### config.mk
export PLATFORM = sky130hd
export DESIGN_NAME = eq_stream_tracker
export DESIGN_NICKNAME = d
export VERILOG_FILES = /design/src/rtl/eq_stream_tracker.sv
export SDC_FILE = /design/constraint.sdc
export NUM_CORES = 1
export LEC_CHECK = 0
export CELL_PAD_IN_SITES_DETAIL_PLACEMENT = 1
export CELL_PAD_IN_SITES_GLOBAL_PLACEMENT = 1
export CORE_MARGIN = 5
export CORE_UTILIZATION = 35
export CTS_CLUSTER_DIAMETER = 200
export DETAILED_ROUTE_END_ITERATION = 8
export HOLD_SLACK_MARGIN = 0.15
export PLACE_DENSITY = 0.85
export SLEW_MARGIN = 25
export SYNTH_ARGS = -nofsm -noshare
export SYNTH_HDL_FRONTEND = slang
export SYNTH_SLANG_ARGS = --single-unit
### constraint.sdc
create_clock -name clk -period 3.9 [get_ports clk]
set_input_delay 0.78 -clock clk [delete_from_list [all_inputs] [get_ports clk]]
set_output_delay 0.78 -clock clk [all_outputs]
set_load 0.005 [all_outputs]
### src/rtl/eq_stream_tracker.sv
// eq_stream_tracker: two-stage elastic compare pipeline with match-run statistics.
//   S1 registers the a^b mask of each accepted pair. S2 presents out_diff and
//   out_eq. Statistics are updated on each output transfer.
// Ports:
//   clk, rst_n            clock, asynchronous active-low reset
//   in_valid/in_ready     input handshake for operands a, b (16 bits each)
//   out_valid/out_ready   output handshake for out_eq, out_diff
//   clr                   synchronous clear of run_len, match_cnt, mismatch_seen
//   run_len               consecutive transferred matches (saturates at 255)
//   match_cnt             total transferred matches (saturates at 65535)
//   mismatch_seen         sticky flag, set by any transferred mismatch
//   run_hit               run_len >= RUN_THRESH
module eq_stream_tracker #(
  parameter int unsigned RUN_THRESH = 4
) (
  input  logic        clk,
  input  logic        rst_n,
  input  logic        in_valid,
  output logic        in_ready,
  input  logic [15:0] a,
  input  logic [15:0] b,
  input  logic        clr,
  output logic        out_valid,
  input  logic        out_ready,
  output logic        out_eq,
  output logic [15:0] out_diff,
  output logic [7:0]  run_len,
  output logic [15:0] match_cnt,
  output logic        mismatch_seen,
  output logic        run_hit
);

  localparam logic [7:0] THRESH = 8'(RUN_THRESH);

  logic        s1_valid;
  logic [15:0] s1_mask;
  logic        s1_eq;
  logic        in_fire;
  logic        out_fire;
  logic        s2_load;

  // S1 can always take a new pair unless both stages are full and the
  // consumer is stalling; S1 empties into S2 on the same edge.
  assign in_ready = !s1_valid || !out_valid || out_ready;
  assign in_fire  = in_valid && in_ready;
  assign out_fire = out_valid && out_ready;
  assign s2_load  = s1_valid && (!out_valid || out_ready);

  always_comb begin
    s1_eq = (~|s1_mask[3:0])  & (~|s1_mask[7:4]) &
            (~|s1_mask[11:8]) & (~|s1_mask[15:12]);
  end

  always_ff @(posedge clk or negedge rst_n) begin
    if (!rst_n) begin
      s1_valid <= 1'b0;
      s1_mask  <= '0;
    end else if (in_fire) begin
      s1_valid <= 1'b1;
      s1_mask  <= a ^ b;
    end else if (s2_load) begin
      s1_valid <= 1'b0;
    end
  end

  always_ff @(posedge clk or negedge rst_n) begin
    if (!rst_n) begin
      out_valid <= 1'b0;
      out_eq    <= 1'b0;
      out_diff  <= '0;
    end else if (s2_load) begin
      out_valid <= 1'b1;
      out_eq    <= s1_eq;
      out_diff  <= s1_mask;
    end else if (out_fire) begin
      out_valid <= 1'b0;
    end
  end

  // clr wins over a same-edge output transfer.
  always_ff @(posedge clk or negedge rst_n) begin
    if (!rst_n) begin
      run_len       <= '0;
      match_cnt     <= '0;
      mismatch_seen <= 1'b0;
    end else if (clr) begin
      run_len       <= '0;
      match_cnt     <= '0;
      mismatch_seen <= 1'b0;
    end else if (out_fire) begin
      if (out_eq) begin
        if (run_len != '1)   run_len   <= run_len + 8'd1;
        if (match_cnt != '1) match_cnt <= match_cnt + 16'd1;
      end else begin
        run_len       <= '0;
        mismatch_seen <= 1'b1;
      end
    end
  end

  assign run_hit = (run_len >= THRESH);

endmodule

# Word level (Yosys, flattened, before mapping)
# Cells that the tools add are included.
[word_totals]
register_bits = 60
input_bits = 37
output_inout_bits = 45
[classes]
n_addsub = 2
magnitude_cmp = 1
eq_ne = 4
n_mux = 15
bitwise_logic = 4
n_reduce_logical = 24
[ops]
columns = ["operator", "n"]
rows = [
  ["two-way mux 16 bit", 4],
  ["two-way mux 8 bit", 4],
  ["adder 16 x 1 -> 16 bit, second input constant", 1],
  ["!= test 16 bit, second input constant", 1],
  ["OR reduction 4 bit", 4],
  ["XOR 16 bit", 1],
  ["nonzero test 2 bit", 5],
  ["adder 8 x 1 -> 8 bit, second input constant", 1],
  ["greater-or-equal comparator 8 x 3 -> 1 bit, second input constant", 1],
  ["!= test 8 bit, second input constant", 1],
  ["two-way mux 1 bit", 7],
  ["zero test 1 bit", 6],
  ["AND reduction 2 bit", 2],
  ["bitwise AND 1 bit", 3],
  ["logical AND 1 bit", 3],
  ["logical OR 1 bit", 3],
  ["!= test 3 x 2 -> 1 bit, second input constant", 1],
  ["AND reduction 3 bit", 1],
  ["!= test 2 bit, second input constant", 1],
]

# Longest topological paths before layout
# Gate-level depths: netlist of run 1.
[logic_depth]
word_depth = 5
ltp_mapped = 6
ltp_nobuf = 5

# Worst setup path before layout of run 1
# OpenSTA, ideal clock, no wires.
[synth_path]
path_type = "input port to flip-flop"
from = "input out_ready"
to = "register match_cnt[11]"
arrival_ps = 2146
required_time_ps = 3823
setup_slack_ps = 1676
path_stages = 5
n_path_buf = 1
cell_sequence = "nand3_2 > buf_6 > or4_4 > or4_1 > a21oi_1"
[synth_between]
elab_chain_cells = 3
[synth_lines]
columns = ["element", "line_no", "source"]
rows = [
  ["start: declaration", "24", "input logic out_ready,"],
  ["logical AND 1 bit", "46", "assign out_fire = out_valid && out_ready;"],
  ["nonzero test 2 bit (no source line)", "n/a", ""],
  ["AND reduction 3 bit (no source line)", "n/a", ""],
  ["end signal: assignment", "93", "if (match_cnt != '1) match_cnt <= match_cnt + 16'd1;"],
  ["end: declaration", "28", "output logic [15:0] match_cnt,"],
]
# No other way between the ends.
# A chain may end at the register's enable or synchronous reset.

# Worst setup path after layout of run 1
[layout_path]
from = "input out_ready"
to = "output in_ready"
[layout_between]
elab_chain_cells = 1
[layout_lines]
columns = ["element", "line_no", "source"]
rows = [
  ["logical OR 1 bit", "44", "assign in_ready = !s1_valid || !out_valid || out_ready;"],
  ["end: declaration", "19", "output logic in_ready,"],
]
# No other way between the ends.

==> results of run 1 <==
power by group through the flow:
stage / clock network [mW] / registers, mW / logic [mW]
5_1_grt: 0.615 / 0.758 / 0.310
4_1_cts: 0.590 / 0.748 / 0.288
3_3_place_gp: 0 / 0.754 / 0.277
3_5_place_dp: 0 / 0.757 / 0.286
2_1_floorplan: 0 / 0.751 / 0.102
6_report: 0.570 / 0.747 / 0.280
cell families (layout without fill, tap and decap cells):
family / after synthesis / after routing / synth area share (%)
multiplexers: 20 / 20 / 7.80
buffers and inverters: 14 / 103 / 2.60
XOR/XNOR: 16 / 16 / 4.85
AO/OA/AOI/OAI: 60 / 60 / 12.4
AND/OR/NAND/NOR: 104 / 104 / 19.0
flip-flops: 60 / 60 / 52.0
adder cells (fa/ha/maj): 3 / 3 / 1.30
state kept, by name, summed over array words and instances, names as in the netlist:
name and count:
match_cnt 16, mismatch_seen 1, out_diff 16, out_eq 1, out_valid 1, run_len 8
s1_mask 16, s1_valid 1
Yosys cell counts:
cell                       number  share of area, %
sky130_fd_sc_hd__nand3b_1       1              0.26
sky130_fd_sc_hd__nor4_1        10               2.2
sky130_fd_sc_hd__or2_2          3              0.65
sky130_fd_sc_hd__clkbuf_1       6              0.78
sky130_fd_sc_hd__nand2_1       30               3.9
sky130_fd_sc_hd__and3_2         1              0.26
sky130_fd_sc_hd__and2_1         1              0.22
sky130_fd_sc_hd__o21ai_0       25               4.3
sky130_fd_sc_hd__a311oi_1       2              0.61
sky130_fd_sc_hd__inv_1          4              0.52
sky130_fd_sc_hd__or2b_1         1              0.26
sky130_fd_sc_hd__mux2_2        20               7.8
sky130_fd_sc_hd__dfrtp_1       60                52
sky130_fd_sc_hd__nor3b_1        1              0.26
sky130_fd_sc_hd__nand2b_1       3              0.65
sky130_fd_sc_hd__ha_1           3               1.3
sky130_fd_sc_hd__buf_1          1              0.13
sky130_fd_sc_hd__nor2_1        12               1.6
sky130_fd_sc_hd__or3_1          5               1.1
sky130_fd_sc_hd__or4_4          1              0.39
sky130_fd_sc_hd__nand4_1        7               1.5
sky130_fd_sc_hd__nand3_2        1              0.35
sky130_fd_sc_hd__a41oi_1        1              0.30
sky130_fd_sc_hd__buf_6          3               1.2
sky130_fd_sc_hd__nand3_1       10               1.7
sky130_fd_sc_hd__o41ai_1        3              0.91
sky130_fd_sc_hd__o211ai_1       2              0.52
sky130_fd_sc_hd__nor3_1         6               1.0
sky130_fd_sc_hd__and3_1         1              0.22
sky130_fd_sc_hd__a21oi_1       12               2.1
sky130_fd_sc_hd__a31oi_1        7               1.5
sky130_fd_sc_hd__xnor2_1       16               4.9
sky130_fd_sc_hd__o31ai_1        4               1.0
sky130_fd_sc_hd__a22o_1         1              0.30
sky130_fd_sc_hd__a211oi_1       2              0.52
sky130_fd_sc_hd__and4_1         2              0.61
sky130_fd_sc_hd__or4_1          2              0.52
sky130_fd_sc_hd__a21o_2         1              0.30
sky130_fd_sc_hd__and3b_1        1              0.30
sky130_fd_sc_hd__nor2b_1        5               1.1
layout make-up:
cell class                      count  area, um2
Clock buffer                       12        155
Clock inverter                      4       47.5
Sequential cell                    60       1500
Fill cell                         912       4150
Timing Repair Buffer               83        821
Inverter                            4       15.0
Multi-Input combinational cell    203       1320
Tap cell                          105        131
routing by layer:
| layer | global-route usage, % | vias to the layer above | share of wire (%) |
|---|---|---|---|
| li1 | - | 1185 | - |
| met1 | 18.7 | 1202 | 41 |
| met2 | 26.2 | 79 | 49 |
| met3 | 6.30 | 7 | 8.8 |
| met4 | 5.70 | 0 | 1.3 |
| met5 | 0 | - | 0 |
worst paths after layout:
path / to / cells after the start
worst max-delay path: in_ready / 3
worst min-delay path: mismatch_seen / 2
worst max register to register: match_cnt[11] / 4
worst min register to register: mismatch_seen / 2
max in group asynchronous: s1_mask[14] / 2
min in group asynchronous: match_cnt[12] / 1
critical path: stages:
cell and delay [ns]:
sky130_fd_sc_hd__clkdlybuf4s50_1 0.62, sky130_fd_sc_hd__nand3b_1 0.22, sky130_fd_sc_hd__clkdlybuf4s50_1 0.53
stage by stage:
stage	power [mW]	hold slack (ns)	setup WS, ns	area (um2)	util, %
4_1_cts	1.63	0.504	0.974	3990	49.0
3_3_place_gp	1.03	0.464	0.970	3780	46.5
3_5_place_dp	1.04	0.488	0.938	3790	46.5
5_1_grt	1.68	0.529	0.889	3990	49.0
2_1_floorplan	0.853	0.457	1.68	2890	-
6_report	1.60	0.497	0.970	3990	49.0
==> run summary, run 1 <==
The flow ran to the end, and the final reports show no timing, DRC or antenna violations. Counting tap cells, the placed design contains a total of 455 instances. The largest driver fanout on the critical path came out at 6. The post-cts gate resize count came out at 0. The count of inserted antenna diode cells is 0. The signed area change from the synthesized netlist to the final layout is 38.1%. The boundary pin count is 82. The share of synthesized area occupied by flip-flops and latches came out at 52.0%.

The summed instance area of the synthesized netlist is 2890 um2. Leaving out fill and tap cells, the most frequent cell in the layout is sky130_fd_sc_hd__clkdlybuf4s50_1. A synthesized cell averages 10.4 um2. The remaining routing DRC violations is 0. The clock transition at the registers of the reported paths is 0.06 ns. The time the final worst path needs with I/O delays and setup is 2.93 ns. The number of buffers created by CTS is 9. The type of the setup path with the least slack is input pin to primary output.

The relative slew slack is 43.0%. The global-route usage over all layers came out at 15.9%. After the last flow step, the layout net total stands at 401. The via count of the first global-routing pass came out at 2645.

The required arrival time at the worst endpoint came out at 3.12 ns. The sort of element at the start of the critical path is an input pin. For this run, the top clock speed supported by timing is 341 MHz.

The post-route non-filler standard cell count is 471. The setup clock skew after layout is 0.0114 ns. The internal power summed over all cells is 1.20 mW. Cells with a size suffix above 1 make up 12.6% of the layout. In the finished design, the share of the clock period the worst path needs comes to 75.1%.

At the later pin of the worst-skew pair, clock insertion delay measures 0.33 ns. Counting every net in the synthesized netlist gives 317. Detailed placement ended at an HPWL of 5750 um.

The part of the power in the clock network came out at 35.7%. The final-report hold violation count came to 0. The register bit total from synthesis came out at 60. At the end of routability-driven placement, the weighted congestion stood at 0.832. The row count came out at 33. The leakage power came out at 1.56 nW. The count of nets left with antenna violations once routing finished came out at 0. The via count came out at 2473. The starting density of the core came out at 35.5%. The post-synthesis cell type count is 40. The number of pins with negative max-slew slack in the final report is 0.

Setup repair after global routing left no endpoint under its margin. The type of element capturing the critical path is a primary output. The number of sinks handled by clock tree synthesis came out at 60. Net switching is 24.7% of the power. The proportion of power drawn by flip-flops and latches is 46.8%. The post-CTS setup buffer count is 0. Dividing the detail-routed wire length by the instance count gives 16.2 um. The chip height came out at 101 um.

The area of the placeable core came out at 8130 um2. The power share of the combinational group came out at 17.6%. The sum of routed wire length over all layers is 7640 um. The first-pass GRT wire length came out at 12700 um. The worst hold path begins at mismatch_seen. The number of iterations in the first detailed-routing pass came out at 4.

The source of the critical timing path is out_ready. Summed over all layers, the global routing overflow is 0. The power per unit of standard cell area came out at 400 nW/um2.

The violation count after the first detailed-route iteration is 38. The pin count of the biggest net entering global routing is 35. The worst voltage drop across the vdd grid came out at 0.189 mV. The initial antenna violation count came out at 0. The number of hold buffers added after CTS came out at 0. The path class of the tightest hold or removal check is flip-flop to flip-flop. The worst register-to-register path begins at out_valid. Counting every instance in the synthesized netlist gives 277. The maximum level of the CTS H-tree is 3. The total of warnings raised by yosys came out at 0. The final setup violation count came out at 0. Across the run, the number of max-cap violations was 0. The via-per-instance ratio came out at 5.25.

In the layout the commonest cells are sky130_fd_sc_hd__clkdlybuf4s50_1, sky130_fd_sc_hd__dfrtp_1, sky130_fd_sc_hd__nand2_1, sky130_fd_sc_hd__o21ai_0, sky130_fd_sc_hd__mux2_2. The die covers 10200 um2. The chip width came out at 101 um. The setup slack of the worst register-to-register path is 1.83 ns. Summed over all failing endpoints, the final setup total negative slack is 0 ns. For the pin with the worst max-slew slack, the measured transition is 0.854 ns.

Input and output buffers added on the ports amount to 81. The arrival time reported for the critical path endpoint came out at 2.15 ns. The switching power is 0.395 mW.

TritonCTS built the clock tree. CTS placed an instance of sky130_fd_sc_hd__clkbuf_8 at the clock tree root. The maximum buffer depth of the clock tree is 2.
Note: power is estimated with default switching activity, not from simulation.
==> run 2: changes to the inputs <==
- CORE_UTILIZATION: 35 -> 33
- PLACE_DENSITY: 0.85 -> 0.84
- clock period: 3.9 -> 2.6 ns (I/O delays scaled with it)
==> run summary, run 2 (same netlist as run 1, synthesis figures left out) <==
The flow ran to the end, and the final reports show no timing, DRC or antenna violations. The number of hold buffers added after CTS is 0. The chip height is 104 um. The transition time of the tightest slew-check pin came out at 0.664 ns. The pin count of the biggest net entering global routing came out at 35. With fillers left out, the area of the finished cells amounts to 4070 um2. The required arrival time at the worst endpoint is 2.08 ns. The tree is rooted in a sky130_fd_sc_hd__clkbuf_8. The net switching share of the total power is 24.3%.

The count of cells in the finished layout, fillers not included, comes to 479. The top achievable clock speed is 426 MHz. In the global route stage, met1 resource usage came out at 18.0%. The clock passes through at most 2 buffers. The proportion of power drawn by flip-flops and latches is 44.6%. The class of the tightest hold or removal check is input pin to asynchronous set/reset pin. The chip width came out at 104 um. STA classifies the critical path endpoint as a primary output. The most crowded layer after global routing is met2. The largest driver fanout on the critical path came out at 4. The type of the setup path with the least slack is input pin to primary output. The leakage power came out at 1.60 nW. The internal power summed over all cells is 1.90 mW. The clock transition at the registers of the reported paths came out at 0.07 ns. The final-report hold violation count came to 0. The number of antenna diodes in the final layout is 0. Setup violations remaining at the end of the flow were counted as 0. The arrival time reported for the critical path endpoint is 1.83 ns. For this run, design rule violations remaining after detail routing come to 0. Leaving out fill and tap cells, the most frequent cell in the layout is sky130_fd_sc_hd__clkdlybuf4s50_1. In this run the worst setup path begins at out_ready. The worst setup margin is 0.251 ns. In the finished design, the share of the clock period the worst path needs comes to 90.3%. The final weighted congestion in routability-driven placement came out at 0.821. For this run, the total global-route usage over all layers was measured as 15.1%. The initial antenna violation count is 0.

The via count came out at 2558. The HPWL after detailed placement is 5780 um. The floorplan step defined a die boundary enclosing 10700 um2.

The pre-CTS worst setup slack came out at 0.0718 ns. The boundary pin count came out at 82. The post-cts gate resize count came out at 0.

The summed negative setup slack over all endpoints is 0 ns. The first-pass GRT wire length came out at 13400 um. The total grt overflow came out at 0. The instance area at placement is 3840 um2. Leaving out fill and tap cells, the most frequent cells in the layout are sky130_fd_sc_hd__clkdlybuf4s50_1, sky130_fd_sc_hd__dfrtp_1, sky130_fd_sc_hd__nand2_1, sky130_fd_sc_hd__o21ai_0, sky130_fd_sc_hd__mux2_2. The signed area change from the synthesized netlist to the final layout came out at 40.8%. The core region is 8640 um2. The startpoint identified for the worst register-to-register timing path is match_cnt[4]. The share of final-layout standard cells stronger than drive strength 1 is 13.7%.

The share of total power dissipated in combinational logic is 17.1%. The total placed cells including tap cells came out at 464. The part of the power in the clock network is 38.2%. The maximum level of the CTS H-tree came out at 3. In the final layout, the registers with the most flip-flops are match_cnt (16), out_diff (16), s1_mask (16).

The floorplan has 34 rows. The setup clock skew after layout came out at 0.00615 ns. For this configuration, the core starts out at a cell density of 33.4%. The number of violations of the max-capacitance limit is 0. In the final routed layout, each cell accounts on average for 16.7 um. Using the TritonRoute via totals, the vias-per-cell ratio works out to 5.34. Wires add up to 8010 um.

The count of port buffers added during placement came out at 81. The violation count after the first detailed-route iteration came out at 56. For this run, the detailed router's first-pass iteration total came to 4.

The count of antenna-violating nets left after detailed routing came out at 0. The number of buffers created by CTS came out at 9. The post-CTS setup buffer count came out at 0.

The power per unit of standard cell area is 618 nW/um2. The worst voltage drop across the vdd grid is 0.251 mV. The switching power came out at 0.609 mW.

The time the final worst path needs with I/O delays and setup is 2.35 ns. The clock insertion delay at the later pin of the skew report came out at 0.34 ns. For this run, global-route usage on met3 was measured as 6.28%.

The relative slew slack is 55.8%. In the global route stage, met2 resource usage came out at 24.3%. STA classifies the critical path startpoint as an input pin. TritonCTS built the clock tree. After the last flow step, the layout net total stands at 407. Setup repair after global routing left no endpoint under its margin. The via count of the first global-routing pass is 2754. The number of pins with negative max-slew slack in the final report is 0. Counting every sink on the clock net gives 60.
[run 2: final timing paths]
path,endpoint,slack [ns],cells after the start
worst min-delay path,match_cnt[14],0.20,1
worst min register to register,out_diff[12],0.51,1
max in group asynchronous,s1_mask[7],1.78,2
worst max register to register,match_cnt[11],0.50,4
worst max-delay path,in_ready,0.25,3
min in group clk,out_diff[12],0.51,1
[run 2: power by group through the flow]
stage	sequential, mW	clock, mW	combinational [mW]
floorplan	1.13	0	0.153
global placement	1.13	0	0.426
detailed placement	1.14	0	0.437
CTS	1.12	0.977	0.441
global route	1.14	1.00	0.474
finish	1.12	0.961	0.430
[run 2: critical path: stages]
cell                              delay, ns
sky130_fd_sc_hd__clkdlybuf4s50_1       0.57
sky130_fd_sc_hd__nand3b_1              0.20
sky130_fd_sc_hd__clkdlybuf4s50_1       0.54
[run 2: area by class of cell]
type / instances / area (um2)
Clock buffer: 11 / 151
Clock inverter: 4 / 72.6
Sequential cell: 60 / 1500
Tap cell: 108 / 135
Inverter: 4 / 15.0
Multi-Input combinational cell: 203 / 1310
Fill cell: 980 / 4570
Timing Repair Buffer: 89 / 878
[run 2: layer usage]
layer | routed length (um) | vias up
met5 | 0 | -
li1 | - | 1193
met2 | 3780 | 89
met3 | 664 | 13
met1 | 3450 | 1263
met4 | 115 | 0
[run 2: metrics by stage]
stage	hold WS [ns]	total power [mW]	util (%)
2_1_floorplan	0.224	1.28	-
3_3_place_gp	0.486	1.56	44.5
3_5_place_dp	0.491	1.57	44.5
4_1_cts	0.222	2.54	47.1
5_1_grt	0.232	2.62	47.1
6_report	0.205	2.51	47.1
